## src/rtl/dmem_arbiter.sv

```systemverilog
// Arbiter sharing the single-port data SRAM between the AVR core (fixed priority)
// and a host port; a starvation counter forces a host slot by stalling the core.
module dmem_arbiter #(
  parameter int DATA_BASE  = 256,
  parameter int MEM_AW     = 11,
  parameter int STARVE_MAX = 8
) (
  input  logic              cp2,
  input  logic              ireset,
  input  logic [11:0]       cpu_ramadr,
  input  logic              cpu_ramre,
  input  logic              cpu_ramwe,
  input  logic [7:0]        cpu_dbusout,
  output logic [7:0]        cpu_dbusin,
  output logic              cpuwait,
  input  logic              host_req,
  input  logic              host_we,
  input  logic [MEM_AW-1:0] host_adr,
  input  logic [7:0]        host_wdata,
  output logic              host_ack,
  output logic [7:0]        host_rdata,
  output logic              host_rvalid,
  output logic              mem_cen,
  output logic              mem_wen,
  output logic [MEM_AW-1:0] mem_a,
  output logic [7:0]        mem_d,
  input  logic [7:0]        mem_q
);

  typedef enum logic {
    ST_IDLE  = 1'b0,
    ST_FORCE = 1'b1
  } state_t;

  localparam logic [31:0] C_BASE     = 32'(DATA_BASE);
  localparam logic [31:0] C_END      = 32'(DATA_BASE + (1 << MEM_AW));
  localparam logic [7:0]  C_CNT_TOP  = 8'(STARVE_MAX - 1);

  state_t            r_state;
  logic [7:0]        r_starve_cnt;
  logic [7:0]        r_host_rdata;
  logic              r_host_rvalid;

  logic [31:0]       w_adr_ext;
  logic              w_cpu_hit;
  logic [MEM_AW-1:0] w_cpu_a;
  logic              w_own_cpu;
  logic              w_own_host;
  logic              w_host_rd;

  assign w_adr_ext = 32'(cpu_ramadr);
  assign w_cpu_hit = (cpu_ramre | cpu_ramwe) & (w_adr_ext >= C_BASE) & (w_adr_ext < C_END);
  assign w_cpu_a   = MEM_AW'(cpu_ramadr - 12'(DATA_BASE));

  // FORCE overrides the core; otherwise the core wins whenever it hits the SRAM window.
  always_comb begin
    w_own_cpu  = 1'b0;
    w_own_host = 1'b0;
    if (r_state == ST_FORCE) begin
      w_own_host = 1'b1;
    end else if (w_cpu_hit) begin
      w_own_cpu = 1'b1;
    end else if (host_req) begin
      w_own_host = 1'b1;
    end
  end

  assign w_host_rd  = w_own_host & ~host_we;

  assign host_ack    = ireset & w_own_host;
  assign cpuwait     = ireset & (r_state == ST_FORCE);
  assign mem_cen     = ~(ireset & (w_own_host | w_own_cpu));
  assign mem_wen     = ~(ireset & ((w_own_host & host_we) | (w_own_cpu & cpu_ramwe)));
  assign mem_a       = w_own_host ? host_adr : w_cpu_a;
  assign mem_d       = w_own_host ? host_wdata : cpu_dbusout;
  assign cpu_dbusin  = mem_q;
  assign host_rdata  = r_host_rdata;
  assign host_rvalid = r_host_rvalid;

  always_ff @(posedge cp2 or negedge ireset) begin
    if (!ireset) begin
      r_state       <= ST_IDLE;
      r_starve_cnt  <= 8'd0;
      r_host_rdata  <= 8'h00;
      r_host_rvalid <= 1'b0;
    end else begin
      r_host_rvalid <= w_host_rd;
      if (w_host_rd) begin
        r_host_rdata <= mem_q;
      end
      case (r_state)
        ST_IDLE: begin
          // Only a denied pending request counts; a grant or a dropped request clears it.
          if (w_cpu_hit && host_req) begin
            if (r_starve_cnt == C_CNT_TOP) begin
              r_state <= ST_FORCE;
            end else begin
              r_starve_cnt <= r_starve_cnt + 8'd1;
            end
          end else begin
            r_starve_cnt <= 8'd0;
          end
        end
        ST_FORCE: begin
          r_state      <= ST_IDLE;
          r_starve_cnt <= 8'd0;
        end
        default: begin
          r_state      <= ST_IDLE;
          r_starve_cnt <= 8'd0;
        end
      endcase
    end
  end

endmodule

```

## config.mk

```make
export PLATFORM = sky130hd
export DESIGN_NAME = dmem_arbiter
export DESIGN_NICKNAME = d
export VERILOG_FILES = /design/src/rtl/dmem_arbiter.sv
export SDC_FILE = /design/constraint.sdc
export NUM_CORES = 1
export LEC_CHECK = 0
export ABC_AREA = 1
export BUFFER_PORTS_ARGS = -buffer_cell sky130_fd_sc_hd__buf_2
export CAP_MARGIN = 25
export CORE_MARGIN = 4
export CORE_UTILIZATION = 30
export CTS_BUF_LIST = sky130_fd_sc_hd__clkbuf_4
export CTS_CLUSTER_DIAMETER = 150
export DETAILED_ROUTE_END_ITERATION = 7
export GPL_ROUTABILITY_DRIVEN = 1
export GPL_TIMING_DRIVEN = 0
export PLACE_DENSITY = 0.7
export SYNTH_ARGS = -nofsm -noshare
export SYNTH_HDL_FRONTEND = slang
export SYNTH_SLANG_ARGS = --single-unit
```

## constraint.sdc

```tcl
create_clock -name cp2 -period 3.6 [get_ports cp2]
set_input_delay 1.08 -clock cp2 [delete_from_list [all_inputs] [get_ports cp2]]
set_output_delay 1.08 -clock cp2 [all_outputs]
set_load 0.005 [all_outputs]
```

==> metrics.csv <==
stage,metric,value,unit
hold_path,hp-start,host_rdata[6]$_DFFE_PN0P_,
global_route,grt-ovfl-total,0,
synthesis,yosysMostFrequentCell,nand2_1,
detailed_routing,wire_per_inst,11.4,µm
power_and_ir_drop,comb_power_share,0.378,
final_layout,syn_to_final_growth,52.3,%
synthesis,ys_ff_latch,18,
sta,max_slew_margin,0.689,
power_and_ir_drop,p_leak,1.17,nW
power_and_ir_drop,p_sw_frac,0.315,
worst_setup_path,cp-start-kind,input pin,
hold_path,hold_path_end,host_rdata[6]$_DFFE_PN0P_,
placed_design,hpwl,3040,µm
detailed_routing,first_pass_iters,4,
clocking,cts_hold_buf,0,
worst_setup_path,end_kind,output pin,
worst_setup_path,crit_type,in2out,
final_layout,fin_nets,349,
clocking,clkSinkCount,18,
floorplan,die_w,74.1,µm
floorplan,start_util,0.319,
synthesis,synthArstFlopShare,1.00,
placed_design,port_buffers,92,
detailed_routing,wl_met2,2020,µm
worst_setup_path,path_delay_family,simple AND/OR/NAND/NOR gates,
job,cap_violations,0,
global_route,grt_pass1_vias,1325,
synthesis,synth.top_cells.by_area,"dfrtp_1, nand2_1, nand3_1",
sta,slew_viol_final,0,
detailed_routing,vias_per_cell,4.50,
hold_path,hold_depth,2,
clocking,htreeDepth,1,
worst_setup_path,crit_arrival,2.43,ns
synthesis,synth_cells,190,
floorplan,coreArea,0.00412,mm²
floorplan,design.die.area,0.00550,mm²
worst_setup_path,critical-path-max-stage-delay,0.24,ns
sta,period_needed,3.51,ns
clocking,clockRootBuffer,clkbuf_4,
status,outcome,"complete, no violations",
global_route,grt_max_degree,23,
final_layout,design_area,0.00200,mm²
power_and_ir_drop,power_switching,166,µW
detailed_routing,vias,1536,
worst_setup_path,reg2reg_depth,7,
sta,clock_skew,0.00564,ns
detailed_routing,highest_layer,met4,
worst_setup_path,path_buf_inv,5,
placed_design,place_area,0.00184,mm²
detailed_routing,drcViolationCount,0,
placed_design,dp_cells,332,
detailed_routing,wl_met1,1540,µm
detailed_routing,drtIter0Drc,42,
power_and_ir_drop,pwr-share-seq,0.436,
floorplan,io_pins,93,
synthesis,synth_top_family_by_area,simple AND/OR/NAND/NOR gates,
hold_path,min_path_type,reg2reg,
worst_setup_path,worstPathRequired,2.52,ns
synthesis,synthTopCellsByCount,"nand2_1, nand3_1, nor2_1, dfrtp_1, inv_1",
placed_design,gp_congestion,0.780,
power_and_ir_drop,p_per_area,263,mW/mm²
synthesis,synthSimpleGateAreaFrac,0.442,
power_and_ir_drop,intPower,360,µW
detailed_routing,wl_met3,304,µm
synthesis,synth_edf_count,0,
sta,max_freq,285,MHz
floorplan,num_rows,23,
worst_setup_path,r2r_end,r_starve_cnt[2]$_DFFE_PN0P_,
sta,setup_viol,0,
synthesis,synth_compound_area_frac,0.0257,
synthesis,syn_area,0.00131,mm²
synthesis,ys_types,25,
floorplan,die_height,74.1,µm
detailed_routing,ant_nets,0,
synthesis,synth.net_count,246,
worst_setup_path,worstPathCellList,"buf_2, inv_2, ha_4, inv_1, or2_4, a21oi_4, nand3_4, nand2_8, clkbuf_16, nand2_1, nand2_1, buf_2",
clocking,ctsLongestPathBuffers,2,
synthesis,synthAdderAreaFrac,0.0286,
worst_setup_path,crit_fanout,5,
synthesis,synth-xor-area-share,0.0400,
worst_setup_path,r2r-start,r_starve_cnt[0]$_DFFE_PN0P_,
synthesis,yosysTopAreaCell,dfrtp_1,
sta,tightestPinTransition,0.467,ns
sta,hold_viol_final,0,
clocking,insertion_delay,0.29,ns
clocking,clk_pin_slew,0.10,ns
synthesis,ys_warn_count,0,
detailed_routing,totalWireLength,3900,µm
worst_setup_path,cp_slowest_cell,or2_4,
clocking,cts-buffers-inserted,3,
synthesis,avgSynthCellArea,6.91,µm²
synthesis,ys.flop_type,dfrtp_1,
power_and_ir_drop,ir_drop,0.000256,V
synthesis,synth-seq-area-share,0.343,
sta,period_share,0.975,
synthesis,yosys.area.top_type_share,0.343,
final_layout,finalNonFillerCells,341,
global_route,grt_antenna_before_repair,0,
final_layout,n_antenna_cell,0,
clocking,cts_tree,done,
final_layout,final_layout_size_suffix_gt1_frac,0.436,
worst_setup_path,ff2ff_setup_slack,2.23,ns
global_route,grt_pass1_wl,5730,µm
power_and_ir_drop,power_frac_clock,0.186,
synthesis,synth.area.mux_share,0,
global_route,grt.total_usage,0.129,
==> worst reg2reg max path: cells and delay by family, from the launching register on <==
kind                       cells  cell delay (ns)
adders and majority gates      1             0.21
AOI/OAI and AO/OA              1             0.07
DFF                            1             0.40
and+or+nand+nor                4             0.50
buffers and inverters          1             0.13
==> state kept, by name, summed over array words and instances, names as in the netlist <==
signal and cells:
host_rdata 8, r_starve_cnt 8, host_rvalid 1, r_state 1
==> cells in the final DEF, fill, tap and decap left out <==
cell / instances
buf_2: 93
nand2_1: 69
nand3_1: 24
nor2_1: 20
dfrtp_1: 18
buf_4: 12
nand4_1: 10
inv_1: 9
xor2_1: 5
buf_6: 4
inv_2: 3
clkbuf_4: 3
nand3_4: 2
buf_1: 2
buf_8: 2
ha_1: 2
o21bai_4: 1
or2_4: 1
a21oi_4: 1
or2_2: 1
nand2_8: 1
clkinv_1: 1
nand4_2: 1
o21ai_0: 1
a21oi_1: 1
xnor2_1: 1
nor3_1: 1
ha_4: 1
clkbuf_16: 1
==> how the worst max path moves through the flow <==
stage / slack, ns / startpoint / depth (start not counted) / end
5_1_grt: -0.002 / cpu_ramadr[8] / 12 / mem_cen
2_1_floorplan: 0.32 / cpu_ramadr[8] / 10 / mem_cen
3_3_place_gp: -0.04 / cpu_ramadr[9] / 13 / mem_cen
3_5_place_dp: -0.07 / cpu_ramadr[8] / 12 / mem_cen
6_report: 0.09 / cpu_ramadr[8] / 12 / mem_a[5]
4_1_cts: 0.002 / cpu_ramadr[8] / 12 / mem_cen
==> stage by stage <==
step	TNS [ns]	worst slack (ns)	utilization	total power, mW	hold slack [ns]
4_1_cts	0	0.00183	0.458	0.516	0.484
2_1_floorplan	0	0.324	-	0.318	0.465
6_report	0	0.0908	0.486	0.525	0.483
5_1_grt	-0.00227	-0.00216	0.486	0.564	0.505
3_5_place_dp	-0.874	-0.0662	0.446	0.412	0.457
3_3_place_gp	-0.453	-0.0425	0.446	0.409	0.451
==> final cells by class <==
cell class	instances	area [µm²]
fillers	420	2120
multi-input cells	143	752
repair buffers	98	527
flip-flops and latches	18	450
plain buffers	16	136
well taps	50	62.6
inverters	13	48.8
clock buffers	3	22.5
==> cells by family after synthesis <==
kind of cell	after synthesis
AOI/OAI and AO/OA	4
xor gates and xnor gates	6
adders and majority gates	3
buffers and inverters	29
DFF	18
and+or+nand+nor	130
==> routing by layer <==
metal | track usage | vias up
met4 | 0.0302 | 0
met2 | 0.242 | 47
met5 | 0 | -
met1 | 0.156 | 682
li1 | - | 803
met3 | 0.0149 | 4
==> power by group through the flow <==
| stage | registers (mW) | logic (mW) | clock network (mW) |
|---|---|---|---|
| floorplan | 0.234 | 0.0833 | 0 |
| global placement | 0.232 | 0.177 | 0 |
| detailed placement | 0.233 | 0.179 | 0 |
| CTS | 0.229 | 0.183 | 0.104 |
| global route | 0.231 | 0.222 | 0.111 |
| finish | 0.229 | 0.199 | 0.0980 |
==> timing repair <==
| action | in CTS | in global routing |
|---|---|---|
| cloned | 0 | 2 |
| buffers inserted | 2 | 2 |
| setup endpoints to repair | 19 | 22 |
| gates resized for setup | 3 | 19 |
| pin swaps | 3 | 5 |
Power figures use the tool's default switching activity.
